`src/rtl/string_reader.sv`:
```
// UART-to-line receiver: 8N1 deserialiser feeding a line assembler that presents
// right-aligned packed lines (last char at [7:0]) on a valid/ready handshake.
module string_reader #(
  parameter int CLK_FRE   = 50,
  parameter int BAUD_RATE = 115200,
  parameter int MAX_CHARS = 80
) (
  input  logic                   clk,
  input  logic                   rst,
  input  logic                   uart_rx,
  output logic [MAX_CHARS*8-1:0] line,
  output logic [7:0]             line_len,
  output logic                   line_trunc,
  output logic                   line_valid,
  input  logic                   line_ready,
  output logic                   frame_err,
  output logic [1:0]             rx_state
);

  localparam int CPB = CLK_FRE * 1000000 / BAUD_RATE;
  localparam int CW  = $clog2(CPB + 1);
  localparam int W   = MAX_CHARS * 8;

  localparam logic [CW-1:0] CNT_LAST  = CW'(CPB - 1);
  localparam logic [CW-1:0] HALF_LAST = CW'(CPB / 2 - 1);
  localparam logic [7:0]    MAX_CNT   = 8'(MAX_CHARS);

  typedef enum logic [1:0] {
    S_IDLE  = 2'd0,
    S_START = 2'd1,
    S_DATA  = 2'd2,
    S_STOP  = 2'd3
  } rx_state_t;

  // Handshake: a line transfers on any rising edge where line_valid && line_ready.
  // line/line_len/line_trunc are held stable while line_valid is high and not yet taken.

  logic            rx_meta_q;
  logic            rx_sync_q;
  rx_state_t       state_q;
  logic [CW-1:0]   cnt_q;
  logic [2:0]      idx_q;
  logic [7:0]      shift_q;
  logic            frame_err_q;

  logic            byte_ok;
  logic [7:0]      byte_val;
  logic            is_eol;

  logic [W-1:0]    asm_q, asm_d;
  logic [7:0]      count_q, count_d;
  logic            trunc_q, trunc_d;
  logic [W-1:0]    line_q, line_d;
  logic [7:0]      len_q, len_d;
  logic            ltrunc_q, ltrunc_d;
  logic            valid_q, valid_d;

  always_ff @(posedge clk or posedge rst) begin
    if (rst) begin
      rx_meta_q <= 1'b1;
      rx_sync_q <= 1'b1;
    end else begin
      rx_meta_q <= uart_rx;
      rx_sync_q <= rx_meta_q;
    end
  end

  always_ff @(posedge clk or posedge rst) begin
    if (rst) begin
      state_q     <= S_IDLE;
      cnt_q       <= '0;
      idx_q       <= '0;
      shift_q     <= '0;
      frame_err_q <= 1'b0;
    end else begin
      frame_err_q <= 1'b0;
      case (state_q)
        S_IDLE: begin
          if (!rx_sync_q) begin
            state_q <= S_START;
            cnt_q   <= '0;
          end
        end
        S_START: begin
          // Mid-start-bit recheck rejects short low glitches.
          if (cnt_q == HALF_LAST) begin
            cnt_q   <= '0;
            idx_q   <= '0;
            state_q <= rx_sync_q ? S_IDLE : S_DATA;
          end else begin
            cnt_q <= cnt_q + CW'(1);
          end
        end
        S_DATA: begin
          if (cnt_q == CNT_LAST) begin
            cnt_q   <= '0;
            shift_q <= {rx_sync_q, shift_q[7:1]};
            if (idx_q == 3'd7) state_q <= S_STOP;
            else               idx_q   <= idx_q + 3'd1;
          end else begin
            cnt_q <= cnt_q + CW'(1);
          end
        end
        S_STOP: begin
          if (cnt_q == CNT_LAST) begin
            cnt_q       <= '0;
            frame_err_q <= !rx_sync_q;
            state_q     <= S_IDLE;
          end else begin
            cnt_q <= cnt_q + CW'(1);
          end
        end
        default: state_q <= S_IDLE;
      endcase
    end
  end

  // Byte strobe fires on the stop-bit sample edge so the line can register in that same edge.
  assign byte_ok  = (state_q == S_STOP) && (cnt_q == CNT_LAST) && rx_sync_q;
  assign byte_val = shift_q;
  assign is_eol   = (byte_val == 8'h0D) || (byte_val == 8'h0A);

  always_comb begin
    asm_d    = asm_q;
    count_d  = count_q;
    trunc_d  = trunc_q;
    line_d   = line_q;
    len_d    = len_q;
    ltrunc_d = ltrunc_q;
    valid_d  = valid_q;
    if (valid_q && line_ready) valid_d = 1'b0;
    if (byte_ok) begin
      if (is_eol) begin
        if (count_q != 8'd0) begin
          if (!valid_q || line_ready) begin
            line_d   = asm_q;
            len_d    = count_q;
            ltrunc_d = trunc_q;
            valid_d  = 1'b1;
          end
          asm_d   = '0;
          count_d = 8'd0;
          trunc_d = 1'b0;
        end
      end else if (byte_val != 8'h00) begin
        if (count_q < MAX_CNT) begin
          asm_d   = {asm_q[W-9:0], byte_val};
          count_d = count_q + 8'd1;
        end else begin
          trunc_d = 1'b1;
        end
      end
    end
  end

  always_ff @(posedge clk or posedge rst) begin
    if (rst) begin
      asm_q    <= '0;
      count_q  <= 8'd0;
      trunc_q  <= 1'b0;
      line_q   <= '0;
      len_q    <= 8'd0;
      ltrunc_q <= 1'b0;
      valid_q  <= 1'b0;
    end else begin
      asm_q    <= asm_d;
      count_q  <= count_d;
      trunc_q  <= trunc_d;
      line_q   <= line_d;
      len_q    <= len_d;
      ltrunc_q <= ltrunc_d;
      valid_q  <= valid_d;
    end
  end

  assign line       = line_q;
  assign line_len   = len_q;
  assign line_trunc = ltrunc_q;
  assign line_valid = valid_q;
  assign frame_err  = frame_err_q;
  assign rx_state   = state_q;

endmodule
```
`config.mk`:
```
export PLATFORM = sky130hd
export DESIGN_NAME = string_reader
export DESIGN_NICKNAME = d
export VERILOG_FILES = /design/src/rtl/string_reader.sv
export SDC_FILE = /design/constraint.sdc
export NUM_CORES = 2
export LEC_CHECK = 0
export BUFFER_PORTS_ARGS = -buffer_cell sky130_fd_sc_hd__clkbuf_2
export CAP_MARGIN = 20
export CELL_PAD_IN_SITES_DETAIL_PLACEMENT = 1
export CELL_PAD_IN_SITES_GLOBAL_PLACEMENT = 1
export CORE_ASPECT_RATIO = 1.4
export CORE_MARGIN = 4
export CORE_UTILIZATION = 52
export CTS_CLUSTER_SIZE = 14
export DETAILED_ROUTE_END_ITERATION = 7
export PLACE_DENSITY_LB_ADDON = 0.2
export SKIP_LAST_GASP = 1
export SLEW_MARGIN = 20
export SYNTH_ARGS = -nofsm -noshare
export SYNTH_HDL_FRONTEND = slang
export SYNTH_SLANG_ARGS = --single-unit
```
`constraint.sdc`:
```
create_clock -name clk -period 72 [get_ports clk]
set_input_delay 0 -clock clk [delete_from_list [all_inputs] [get_ports clk]]
set_output_delay 0 -clock clk [all_outputs]
set_load 0.02 [all_outputs]
```
==> metrics <==
number of buffers created by CTS 120; via-per-instance ratio 5.89; Arr. time, crit path 6.20 ns; vias in the first global route 31800; worst setup path end asm_q[437]; Critical Path Slowest Stage Cell buf_4; Max Clk Rate 180 MHz; fin crit share 7.71%; post-layout min period 5.55 ns; Final Util 60.9%; max-cap viol count 0; cell count after synthesis 3009; largest area contributor in the netlist dfrtp_1; CTS tree yes; Initial Util 52.5%; clock buffer depth 3; area grow syn2layout 16.0%; antenna diode count 0; synth top area cells dfrtp_1 68%, a22o_1 11%, mux2_1 8.3%; kind of critical path register to register; skew final 0.0298 ns; die extent in y 370 um; Seq cells post-synth 1324; status completed; CTS HTree Levels 3; crit path cell chain inv_1 > ha_1 > or4b_1 > nor3_1 > nand2b_2 > a21o_4 > buf_12 > buf_16 > buf_4 > buf_6 > a22o_1; Rows 132; top-area cell type share of the netlist area 68.0%; r2r startpoint count_q[0]; Buf+Inv Stages, Crit Path 5; worst hold slack 0.0108 ns; Logic pwr share 1.1%; Syn Nets 3020; max incr delay on CP 0.91 ns; Slew HR 27.6%; area occupied by multi-input gates 14000 um^2; wire per inst 26.6 um; switch share 21.0%; IO buf count 656; Core Box Area 92700 um^2; Setup crit start count_q[0]; Filler Cell Count 8533; final wirelength 131000 um; Die X 267 um; Antenna Nets Post-Route 0; Vias 28900; routability cong. 0.840; register area 33100 um^2; CP Capture Type register; Worst VDD drop 0.0224 mV; r2r endpoint asm_q[437]; cell depth of the worst setup path 11; CP max FO 151; clk_lat worst skew 0.72 ns; share of layout cells above drive strength 1 32.6%; Syn Area/Cell 16.2 um^2; nets 3620; Setup violations, final 0; DP Worst Slack 66.52 ns; post-CTS resize count 0; Top FF cell, synth dfrtp_1; final hold vios 0; DRC viols 0; # IOs 657; Post-synth EDFFs 0; Clock Tree Root clkbuf_16; Worst Setup Start Kind register; final setup margin 66.45 ns; # clock sinks 1324; Clock transition at path regs 0.06 ns; P_sw 0.297 mW; R2R Setup Slk 66.45 ns; 1st-iter DRT viols 2058; unrepaired setup endpoints after global routing false; power after layout 1.41 mW; Slew Viols, Final 0; Flop pwr share 52.8%; power per cell area 25.0 nW/um^2; sequential share of the synthesized area 68.1%; clock share of power 46.2%; internal power 1.11 mW; GR Util All Layers 26.5%; DP Wirelength 86100 um; CP required 72.65 ns; Netlist cell types 52; Worst-Margin Slew 1.09 ns; full die area 98600 um^2; Remaining Overflow, GRT 0; asr flop ratio synth 100%; DRT Pass-1 Iters 5; Hold WC Path Type input port to async pin; total negative slack 0 ns; Ys Warns 0; Mapped Area 48700 um^2; initial antenna violation count 0; delay-heaviest family, CP buffers and inverters; Worst Reg-to-Reg Cells 11; largest net degree at the start of global routing 216; P_leak 30.4 nW; first-pass GRT wire length 203000 um
==> tightest hold or removal path: stages <==
cell	delay (ns)
dlygate4sd3_1	0.54
clkbuf_2	0.15
inv_8	0.58
==> sequential cells by signal (all words and copies together), names as in the netlist, 3 cells and up, named ones only <==
name      flops
cnt_q         9
idx_q         3
byte_val      8
line_len      8
asm_q       640
line        640
count_q       8
==> what timing repair did <==
action,in CTS,in global routing
buffers inserted,0,0
hold endpoints to repair,126,0
hold buffers,4,0
==> layout make-up <==
| class | instances | area share, % |
|---|---|---|
| Sequential cell | 1324 | 58.7 |
| Multi-Input combinational cell | 1445 | 24.7 |
| Timing Repair Buffer | 699 | 6.59 |
| Clock buffer | 175 | 6.33 |
| Tap cell | 1206 | 2.67 |
| Clock inverter | 46 | 0.842 |
| Inverter | 19 | 0.140 |
==> synth_stat cells (2+ instances only) <==
library cell and number:
dfrtp_1 1322, a22o_1 617, mux2_1 360, mux2_2 301
buf_4 99, buf_2 80, nand2_1 32, buf_6 29
inv_1 19, o21ai_0 14, a21o_1 13, clkbuf_1 13
nor4_1 13, mux2i_1 12, nor2_1 10, ha_1 7
nand3_1 7, nor3_1 6, a21oi_1 5, nor3b_1 4
a31oi_1 3, nand3b_1 3, a211oi_1 2, a21oi_2 2
and3_1 2, and3b_1 2, dfstp_2 2, nand4_1 2
o211ai_1 2, o22a_1 2, or2_2 2, or3_1 2
==> logic make-up (layout without fill, tap and decap cells) <==
logic type / Yosys count / count (layout) / share of synthesized area [%]
buffers and inverters: 240 / 939 / 3.27
adder cells (fa/ha/maj): 7 / 7 / 0.180
XOR/XNOR: 1 / 1 / 0.0180
flip-flops: 1324 / 1324 / 68.1
AND/OR/NAND/NOR: 95 / 95 / 1.07
multiplexers: 673 / 673 / 15.5
AO/OA/AOI/OAI: 669 / 669 / 11.8
==> stage by stage <==
stage,cell area (um^2),instances
2_1_floorplan,48700,3009
3_3_place_gp,52300,4686
3_5_place_dp,52300,4686
4_1_cts,56400,4911
5_1_grt,56500,4914
6_report,56500,4914
==> power by group through the flow <==
stage	clock (mW)	sequential [mW]	combinational, mW
final	0.651	0.744	0.0149
after detailed placement	0	0.758	0.0158
after global routing	0.699	0.743	0.0180
after global placement	0	0.758	0.0153
after floorplan	0	0.760	0.0107
after CTS	0.665	0.744	0.0160
==> routing by layer <==
metal | wire length, um | up-vias | global-route usage, %
met1 | 51700 | 15600 | 33.9
met4 | 3810 | 0 | 8.02
met2 | 64700 | 806 | 43.8
met5 | 0 | - | 0
li1 | - | 12300 | -
met3 | 10600 | 186 | 8.06
==> how the worst min path moves through the flow <==
stage | endpoint | from | depth (start not counted)
3_3_place_gp | rx_meta_q | uart_rx | 1
3_5_place_dp | rx_meta_q | uart_rx | 1
5_1_grt | asm_q[633] | rst | 3
6_report | asm_q[633] | rst | 3
2_1_floorplan | rx_meta_q | uart_rx | 0
4_1_cts | asm_q[1] | rst | 3
==> placed cells by master, fill, tap and decap left out, types with 6 or more instances in the layout <==
cell	synthesis	routed
dfrtp_1	1322	1322
clkbuf_2	0	657
a22o_1	617	617
mux2_1	360	360
mux2_2	301	301
clkbuf_16	0	122
nand2_1	32	32
clkbuf_8	0	32
clkinv_2	0	28
buf_4	99	27
clkbuf_1	13	21
inv_1	19	18
o21ai_0	14	14
a21o_1	13	12
nor4_1	13	12
mux2i_1	12	12
nor2_1	10	10
nand3_1	7	7
ha_1	7	7
bufinv_16	0	7
nor3_1	6	6
Power figures use the tool's default switching activity.
